==> src/rtl/bin_clock_timekeeper.sv <==
// -----------------------------------------------------------------------------
// bin_clock_timekeeper
//
// Timekeeping controller for the binary clock. Generates the 1 Hz tick from the
// system clock, runs the 12-hour H:M:S carry chain, and lets the user adjust one
// field at a time in set mode with press and auto-repeat push buttons.
//
// Ports
//   clk_i        in   system clock
//   rst_i        in   synchronous, active-high reset
//   time_set     in   async level: 1 = set mode, 0 = run mode
//   id_switch    in   async level: 1 = increment, 0 = decrement
//   hour_id      in   async button: adjust hours
//   minute_id    in   async button: adjust minutes
//   seconds_id   in   async button: adjust seconds
//   hour_out     out  hours, 1..12
//   minute_out   out  minutes, 0..59
//   seconds_out  out  seconds, 0..59
//   tick_o       out  one-cycle pulse, coincident with each run-mode seconds advance
//   set_mode_o   out  registered mode state: 1 = set mode
// -----------------------------------------------------------------------------
module bin_clock_timekeeper #(
    parameter int CLK_HZ      = 10_000_000,
    parameter int SYNC_STAGES = 2,
    parameter int HOLD_CYC    = CLK_HZ / 2,
    parameter int RPT_CYC     = CLK_HZ / 8
) (
    input  logic       clk_i,
    input  logic       rst_i,
    input  logic       time_set,
    input  logic       id_switch,
    input  logic       hour_id,
    input  logic       minute_id,
    input  logic       seconds_id,
    output logic [3:0] hour_out,
    output logic [5:0] minute_out,
    output logic [5:0] seconds_out,
    output logic       tick_o,
    output logic       set_mode_o
);

    localparam int PRE_W = (CLK_HZ > 1) ? $clog2(CLK_HZ) : 1;
    localparam logic [PRE_W-1:0] PRE_TC = PRE_W'(CLK_HZ - 1);

    // Repeat counter: counts 0..HOLD_CYC while a press is held, then cycles
    // through the last RPT_CYC values so a repeat fires every RPT_CYC cycles.
    localparam int CNT_W = $clog2(HOLD_CYC + 1);
    localparam logic [CNT_W-1:0] HOLD_TC    = CNT_W'(HOLD_CYC);
    localparam logic [CNT_W-1:0] RPT_RELOAD = CNT_W'(HOLD_CYC - RPT_CYC + 1);

    typedef enum logic {
        ST_RUN = 1'b0,
        ST_SET = 1'b1
    } mode_e;

    // Bit order of the synchronizer word: {seconds, minute, hour, id, time_set}
    logic [SYNC_STAGES-1:0][4:0] sync_q;
    logic [4:0]                  sync_lvl;
    logic                        time_set_s;
    logic                        id_s;
    logic [2:0]                  btn_s;      // {seconds, minute, hour}
    logic [2:0]                  btn_q;
    logic [2:0]                  press;
    logic [2:0]                  adj;
    logic [CNT_W-1:0]            rpt_cnt [3];

    mode_e                       state;
    mode_e                       state_next;

    logic [PRE_W-1:0]            presc;
    logic                        wrap;

    logic [3:0]                  hour_nx;
    logic [5:0]                  minute_nx;
    logic [5:0]                  seconds_nx;

    // ---------------------------------------------------------------- helpers
    // Illegal field values snap back to their reset value on any update.
    function automatic logic [5:0] inc60(input logic [5:0] v);
        return (v >= 6'd59) ? 6'd0 : v + 6'd1;
    endfunction

    function automatic logic [5:0] dec60(input logic [5:0] v);
        if (v == 6'd0)  return 6'd59;
        if (v > 6'd59)  return 6'd0;
        return v - 6'd1;
    endfunction

    function automatic logic [3:0] inc_hr(input logic [3:0] h);
        if (h == 4'd0 || h > 4'd12) return 4'd12;
        if (h == 4'd12)             return 4'd1;
        return h + 4'd1;
    endfunction

    function automatic logic [3:0] dec_hr(input logic [3:0] h);
        if (h == 4'd0 || h > 4'd12) return 4'd12;
        if (h == 4'd1)              return 4'd12;
        return h - 4'd1;
    endfunction

    // ---------------------------------------------------------- synchronizers
    // NOTE: sequential state is written with <= so every flop samples the
    // pre-edge values of its neighbours; blocking here would collapse the chain.
    always_ff @(posedge clk_i) begin
        if (rst_i) begin
            sync_q <= '0;
        end else begin
            sync_q[0] <= {seconds_id, minute_id, hour_id, id_switch, time_set};
            for (int i = 1; i < SYNC_STAGES; i++) begin
                sync_q[i] <= sync_q[i-1];
            end
        end
    end

    assign sync_lvl   = sync_q[SYNC_STAGES-1];
    assign time_set_s = sync_lvl[0];
    assign id_s       = sync_lvl[1];
    assign btn_s      = sync_lvl[4:2];

    // -------------------------------------------------------------------- FSM
    always_ff @(posedge clk_i) begin
        if (rst_i) begin
            state <= ST_RUN;
        end else begin
            state <= state_next;
        end
    end

    // NOTE: every signal driven here gets a default first, so no path can
    // leave it unassigned and infer a latch.
    always_comb begin
        state_next = state;
        case (state)
            ST_RUN:  if (time_set_s)  state_next = ST_SET;
            ST_SET:  if (!time_set_s) state_next = ST_RUN;
            default: state_next = ST_RUN;
        endcase
    end

    assign set_mode_o = (state == ST_SET);

    // ------------------------------------------------------ button pulses
    // The edge register follows the synchronized level in both modes, so a
    // button already held when set mode begins never produces a rising edge.
    always_comb begin
        press = btn_s & ~btn_q;
        adj   = '0;
        for (int i = 0; i < 3; i++) begin
            adj[i] = set_mode_o & btn_s[i] & (press[i] | (rpt_cnt[i] == HOLD_TC));
        end
    end

    // NOTE: the per-button counters are a handful of flops, not a RAM, so they
    // are cleared element by element in reset like any other register.
    always_ff @(posedge clk_i) begin
        if (rst_i) begin
            btn_q <= '0;
            for (int i = 0; i < 3; i++) begin
                rpt_cnt[i] <= '0;
            end
        end else begin
            btn_q <= btn_s;
            for (int i = 0; i < 3; i++) begin
                if (!btn_s[i] || !set_mode_o) begin
                    rpt_cnt[i] <= '0;
                end else if (press[i] || rpt_cnt[i] != '0) begin
                    // Only a genuine press arms the counter; a held-over
                    // button leaves it parked at zero.
                    rpt_cnt[i] <= (rpt_cnt[i] == HOLD_TC) ? RPT_RELOAD
                                                          : rpt_cnt[i] + 1'b1;
                end
            end
        end
    end

    // -------------------------------------------------------------- prescaler
    assign wrap = (state == ST_RUN) && (presc == PRE_TC);

    always_ff @(posedge clk_i) begin
        if (rst_i) begin
            presc  <= '0;
            tick_o <= 1'b0;
        end else begin
            // Registered tick rises on the same edge the seconds advance.
            tick_o <= wrap;
            if (state == ST_SET || wrap) begin
                presc <= '0;
            end else begin
                presc <= presc + 1'b1;
            end
        end
    end

    // ------------------------------------------------------------ time fields
    always_comb begin
        hour_nx    = hour_out;
        minute_nx  = minute_out;
        seconds_nx = seconds_out;
        if (wrap) begin
            // Full carry ripple lands on a single edge.
            seconds_nx = inc60(seconds_out);
            if (seconds_out == 6'd59) begin
                minute_nx = inc60(minute_out);
                if (minute_out == 6'd59) begin
                    hour_nx = inc_hr(hour_out);
                end
            end
        end else begin
            // Set mode: fields move independently, no carry between them.
            if (adj[0]) hour_nx    = id_s ? inc_hr(hour_out)   : dec_hr(hour_out);
            if (adj[1]) minute_nx  = id_s ? inc60(minute_out)  : dec60(minute_out);
            if (adj[2]) seconds_nx = id_s ? inc60(seconds_out) : dec60(seconds_out);
        end
    end

    always_ff @(posedge clk_i) begin
        if (rst_i) begin
            hour_out    <= 4'd12;
            minute_out  <= 6'd0;
            seconds_out <= 6'd0;
        end else begin
            hour_out    <= hour_nx;
            minute_out  <= minute_nx;
            seconds_out <= seconds_nx;
        end
    end

endmodule

==> config.mk <==
export PLATFORM = sky130hd
export DESIGN_NAME = bin_clock_timekeeper
export DESIGN_NICKNAME = d
export VERILOG_FILES = /design/src/rtl/bin_clock_timekeeper.sv
export SDC_FILE = /design/constraint.sdc
export NUM_CORES = 1
export LEC_CHECK = 0
export BUFFER_PORTS_ARGS = -buffer_cell sky130_fd_sc_hd__buf_4
export CELL_PAD_IN_SITES_DETAIL_PLACEMENT = 1
export CELL_PAD_IN_SITES_GLOBAL_PLACEMENT = 1
export CORE_MARGIN = 1.5
export CORE_UTILIZATION = 44
export DETAILED_ROUTE_END_ITERATION = 10
export PLACE_DENSITY_LB_ADDON = 0.15
export SYNTH_ARGS = -nofsm -noshare
export SYNTH_HDL_FRONTEND = slang
export SYNTH_SLANG_ARGS = --single-unit
==> constraint.sdc <==
create_clock -name clk_i -period 2.55 [get_ports clk_i]
set_clock_uncertainty 0.15 [all_clocks]
set_input_delay 0.1275 -clock clk_i [delete_from_list [all_inputs] [get_ports clk_i]]
set_output_delay 0.1275 -clock clk_i [all_outputs]
set_load 0.01 [all_outputs]
==> impl_results.html <==
<table>
<tr><th>Metric</th><th>Value</th></tr>
<tr><th colspan="2">Run status</th></tr>
<tr><td>Status</td><td>completed</td></tr>
<tr><th colspan="2">Setup path</th></tr>
<tr><td>Highest fanout seen on the critical path</td><td>7</td></tr>
<tr><td>Critical path endpoint</td><td>rpt_cnt[0][7]$_SDFFCE_PP0P_</td></tr>
<tr><td>Crit. End Element</td><td>flip-flop</td></tr>
<tr><td>Worst Path Class, Setup</td><td>reg2reg</td></tr>
<tr><td>Max stage delay on crit path</td><td>0.45 ns</td></tr>
<tr><td>Worst setup SP type</td><td>flip-flop</td></tr>
<tr><td>Family with the most delay on the worst path</td><td>simple AND/OR/NAND/NOR gates</td></tr>
<tr><td>Crit Reg-Reg Startpoint</td><td>rpt_cnt[0][2]$_SDFFCE_PP0P_</td></tr>
<tr><td>Required time of the critical path</td><td>~2.6 ns</td></tr>
<tr><td>Flop2flop setup slack</td><td>0.19 ns</td></tr>
<tr><td>R2R depth</td><td>7</td></tr>
<tr><td>Ordered list of cells on the worst path</td><td>nor4_2 &gt; nand3_1 &gt; a2111oi_4 &gt; nand3b_1 &gt; nand2b_1 &gt; buf_4 &gt; nor2_1</td></tr>
<tr><td>Worst path bufs/invs</td><td>1</td></tr>
<tr><td>CP startpoint</td><td>rpt_cnt[0][2]$_SDFFCE_PP0P_</td></tr>
<tr><td>Reg-to-reg endpoint</td><td>rpt_cnt[0][7]$_SDFFCE_PP0P_</td></tr>
<tr><td>Arrival time worst endpoint</td><td>2.38 ns</td></tr>
<tr><td>Number of cells on the critical path</td><td>7</td></tr>
<tr><td>Slowest stage cell, crit path</td><td>sky130_fd_sc_hd__edfxtp_1</td></tr>
<tr><th colspan="2">Global route</th></tr>
<tr><td>GRT Residual Overflow</td><td>0</td></tr>
<tr><td>First-pass GRT wire length</td><td>slightly above 30000 microns</td></tr>
<tr><td>Maximum number of pins on one net before global-route repair</td><td>30</td></tr>
<tr><td>Antenna violations before repair</td><td>0</td></tr>
<tr><td>Via count of the first global-routing pass</td><td>6048</td></tr>
<tr><td>Overall track demand over capacity in global routing</td><td>0.232</td></tr>
<tr><th colspan="2">Synth</th></tr>
<tr><td>Number of warnings printed during yosys synthesis</td><td>0</td></tr>
<tr><td>Cell count after synthesis</td><td>771</td></tr>
<tr><td>Synthesized cell area</td><td>around 7000 sq um</td></tr>
<tr><td>FFs w/ async S/R, synth</td><td>0</td></tr>
<tr><td>Count of flip-flops with a built-in enable after synthesis</td><td>between 60 and 70</td></tr>
<tr><td>Proportion of synthesized chip area in sequential cells</td><td>0.451</td></tr>
<tr><td>Primary FF master, synth</td><td>sky130_fd_sc_hd__edfxtp_1</td></tr>
<tr><td>Synth area leaders</td><td>sky130_fd_sc_hd__edfxtp_1, sky130_fd_sc_hd__dfxtp_1, sky130_fd_sc_hd__nor2_1</td></tr>
<tr><td>Mean cell area of the mapped netlist</td><td>9.12 sq um</td></tr>
<tr><td>Most area-hungry cell type in the Yosys netlist</td><td>sky130_fd_sc_hd__edfxtp_1</td></tr>
<tr><td>Post-Synthesis Net Count</td><td>794</td></tr>
<tr><td>Unique cell type count in the Yosys netlist</td><td>64</td></tr>
<tr><td>Post-synthesis register bit count</td><td>124</td></tr>
<tr><td>Area share of the largest cell type after synthesis</td><td>0.295</td></tr>
<tr><th colspan="2">Placement</th></tr>
<tr><td>Sum of net half-perimeters after detailed placement</td><td>12500 microns</td></tr>
<tr><td>Number of I/O port buffers</td><td>24</td></tr>
<tr><td>Final weighted congestion in routability-driven placement</td><td>0.840</td></tr>
<tr><td>Worst setup slack after placement</td><td>0.00930 ns</td></tr>
<tr><th colspan="2">Clocking</th></tr>
<tr><td>Insertion delay to the later sink of the worst-skew pair</td><td>around 0.42 ns</td></tr>
<tr><td>Reg clk slew, reported paths</td><td>0.06 ns</td></tr>
<tr><td>Library cell used as clock root buffer</td><td>sky130_fd_sc_hd__clkbuf_16</td></tr>
<tr><td>Htree depth</td><td>4</td></tr>
<tr><td>Clock buffers created by TritonCTS</td><td>17</td></tr>
<tr><td>CTS sink cnt</td><td>124</td></tr>
<tr><td>Bufs on Longest Clock Path</td><td>2</td></tr>
<tr><td>Clock tree from TritonCTS</td><td>done</td></tr>
<tr><td>Post-CTS setup-driven buffer insertion count</td><td>0</td></tr>
<tr><th colspan="2">Finish</th></tr>
<tr><td>Count of nets after finishing</td><td>approximately 850</td></tr>
<tr><td>Share of final-layout standard cells stronger than drive strength 1</td><td>0.135</td></tr>
<tr><td>Number of diodes</td><td>0</td></tr>
<tr><td>Most common library cell in the layout ignoring fill and taps</td><td>sky130_fd_sc_hd__nor2_1</td></tr>
<tr><td>Area growth syn-to-layout</td><td>18.4%</td></tr>
<tr><td>Leading cell types in the layout, fill and taps excluded</td><td>sky130_fd_sc_hd__nor2_1, sky130_fd_sc_hd__edfxtp_1, sky130_fd_sc_hd__buf_4, sky130_fd_sc_hd__nand2_1, sky130_fd_sc_hd__dfxtp_1</td></tr>
<tr><th colspan="2">Route</th></tr>
<tr><td>Detailed router's first-iteration violation count</td><td>~270</td></tr>
<tr><td>Count of TritonRoute iterations in the first routing pass</td><td>6</td></tr>
<tr><td>Residual antenna-violating net count after detailed routing</td><td>0</td></tr>
<tr><td>Via Count</td><td>between 5000 and 6000</td></tr>
<tr><td>Average wire per cell in the routed design</td><td>~17 microns</td></tr>
<tr><td>Drt drc</td><td>0</td></tr>
<tr><td>Final wirelength</td><td>around 18000 microns</td></tr>
<tr><td>Via density per instance</td><td>between 5 and 6</td></tr>
<tr><th colspan="2">Timing</th></tr>
<tr><td>RSZ-0062 raised after global routing</td><td>no</td></tr>
<tr><td>Min Clock Period, post-route</td><td>2.36 ns</td></tr>
<tr><td>Final-layout setup total negative slack</td><td>0 ns</td></tr>
<tr><td>Number of slew-limit violations in the final report</td><td>0</td></tr>
<tr><td>Post-route clock period utilization</td><td>0.924</td></tr>
<tr><td>Actual slew at the worst max-slew pin</td><td>between 0.6 and 0.7 ns</td></tr>
<tr><td>Max transition margin</td><td>0.578</td></tr>
<tr><td>Count of endpoints failing setup in the final report</td><td>0</td></tr>
<tr><td>Final setup slack of the worst path</td><td>roughly 0.19 ns</td></tr>
<tr><td>Number of hold-slack violations in the final timing report</td><td>0</td></tr>
<tr><td>Top achievable clock speed</td><td>425 MHz</td></tr>
<tr><th colspan="2">Floorplan</th></tr>
<tr><td>I/O Pins</td><td>25</td></tr>
<tr><td>DIE WIDTH</td><td>129 microns</td></tr>
<tr><td>Initial core utilization</td><td>0.446</td></tr>
<tr><td>DIE HEIGHT</td><td>129 microns</td></tr>
<tr><td>Die ar.</td><td>roughly 17000 sq um</td></tr>
<tr><td>Row count</td><td>46</td></tr>
<tr><td>Placeable core area</td><td>between 15000 and 20000 sq um</td></tr>
<tr><th colspan="2">Flow run</th></tr>
<tr><td>Max-Cap Viols</td><td>0</td></tr>
<tr><th colspan="2">Min path</th></tr>
<tr><td>Path class of the lowest-slack min-delay path</td><td>reg2reg</td></tr>
<tr><th colspan="2">Pwr</th></tr>
<tr><td>Power density of the placed cells</td><td>between 500 and 600 nW/um^2</td></tr>
<tr><td>Worst vdd ir</td><td>between 0.4 and 0.5 mV</td></tr>
<tr><td>Leakage dissipation</td><td>just over 3 nW</td></tr>
</table>
## power breakdown
group	total, mW	switching, mW	internal, mW
clock network	2.45	0.947	1.50
registers	2.13	0.0183	2.11
logic	0.124	0.0658	0.0586
total	4.70	1.03	3.67
## worst reg2reg max path, cell delays in order (launching register included)
cell and delay (ns):
sky130_fd_sc_hd__edfxtp_1 0.45, sky130_fd_sc_hd__nor4_2 0.41, sky130_fd_sc_hd__nand3_1 0.19, sky130_fd_sc_hd__a2111oi_4 0.36, sky130_fd_sc_hd__nand3b_1 0.17, sky130_fd_sc_hd__nand2b_1 0.15, sky130_fd_sc_hd__buf_4 0.17, sky130_fd_sc_hd__nor2_1 0.06
## metal layers
layer	global-route usage	share of wire	vias to the layer above
li1	-	-	2866
met1	0.302	0.47	2945
met2	0.385	0.48	88
met3	0.0479	0.028	27
met4	0.0787	0.018	0
met5	0	0	-
## through the flow
step	util	power, mW	hold slack, ns	area, sq um	std cells
2_1_floorplan	-	2.24	0.106	7040	771
3_3_place_gp	0.482	2.27	0.187	7590	1014
3_5_place_dp	0.482	2.28	0.196	7590	1014
4_1_cts	0.525	4.76	0.296	8270	1054
5_1_grt	0.528	4.85	0.315	8320	1054
6_report	0.528	4.70	0.293	8320	1054
## worst min path at each step
stage                                      start                     end  cells past startpoint
after global routing        sync_q[1]$_SDFF_PP0_  sync_lvl[1]$_SDFF_PP0_                      1
after global placement                  time_set    sync_q[0]$_SDFF_PP0_                      2
after detailed placement                time_set    sync_q[0]$_SDFF_PP0_                      2
after CTS                 sync_lvl[0]$_SDFF_PP0_   set_mode_o$_SDFF_PP0_                      1
final                     sync_lvl[0]$_SDFF_PP0_   set_mode_o$_SDFF_PP0_                      1
after floorplan                         time_set    sync_q[0]$_SDFF_PP0_                      1
## cell families (layout without fill, tap and decap cells)
family,Yosys count,after routing,share of synthesized area
AOI/OAI and AO/OA,109,109,0.100
adders and majority gates,16,16,0.0285
xor gates and xnor gates,83,83,0.103
and+or+nand+nor,368,368,0.263
muxes,6,6,0.00854
buffers and inverters,65,132,0.0448
DFF,124,124,0.451
## final cells by class
| cell class | instances | area [sq um] |
|---|---|---|
| clock buffers | 20 | 458 |
| clock inverters | 12 | 135 |
| fillers | 1851 | 7450 |
| inverters | 30 | 126 |
| multi-input cells | 582 | 3600 |
| flip-flops and latches | 124 | 3170 |
| well taps | 216 | 270 |
| repair buffers | 70 | 558 |
## sequential cells by signal (all words and copies together) (netlist names)
signal	count
tick_o	1
set_mode_o	1
minute_out	6
sync_lvl	5
sync_q	5
rpt_cnt	69
btn_q	3
seconds_out	6
presc	24
hour_out	4
## Yosys cell counts (3+ instances only)
| cell type | count |
|---|---|
| sky130_fd_sc_hd__nor2_1 | 126 |
| sky130_fd_sc_hd__edfxtp_1 | 69 |
| sky130_fd_sc_hd__nand2_1 | 56 |
| sky130_fd_sc_hd__dfxtp_1 | 55 |
| sky130_fd_sc_hd__xor2_1 | 50 |
| sky130_fd_sc_hd__a21oi_1 | 46 |
| sky130_fd_sc_hd__nand3_1 | 44 |
| sky130_fd_sc_hd__xnor2_1 | 33 |
| sky130_fd_sc_hd__inv_1 | 28 |
| sky130_fd_sc_hd__and3_1 | 25 |
| sky130_fd_sc_hd__nand4_1 | 24 |
| sky130_fd_sc_hd__clkbuf_1 | 17 |
| sky130_fd_sc_hd__ha_1 | 16 |
| sky130_fd_sc_hd__o21ai_0 | 16 |
| sky130_fd_sc_hd__nor2b_1 | 15 |
| sky130_fd_sc_hd__nor3_1 | 13 |
| sky130_fd_sc_hd__nor4_1 | 13 |
| sky130_fd_sc_hd__buf_2 | 12 |
| sky130_fd_sc_hd__and4_1 | 10 |
| sky130_fd_sc_hd__a211oi_1 | 9 |
| sky130_fd_sc_hd__or3_1 | 8 |
| sky130_fd_sc_hd__nand2b_1 | 7 |
| sky130_fd_sc_hd__mux2i_1 | 6 |
| sky130_fd_sc_hd__or4_1 | 5 |
| sky130_fd_sc_hd__a221oi_1 | 4 |
| sky130_fd_sc_hd__nand3b_1 | 4 |
| sky130_fd_sc_hd__nor4b_1 | 4 |
| sky130_fd_sc_hd__o211ai_1 | 4 |
| sky130_fd_sc_hd__a311oi_1 | 3 |
| sky130_fd_sc_hd__a31oi_1 | 3 |
## timing repair
| action | 4_1_cts | 5_1_grt |
|---|---|---|
| endpoints found under the hold margin | 15 | 0 |
| pin swaps | 0 | 0 |
| hold buffers | 8 | 0 |
| endpoints found under the setup margin | 30 | 70 |
| resized for setup | 1 | 7 |
Note: power is estimated with default switching activity, not from simulation.
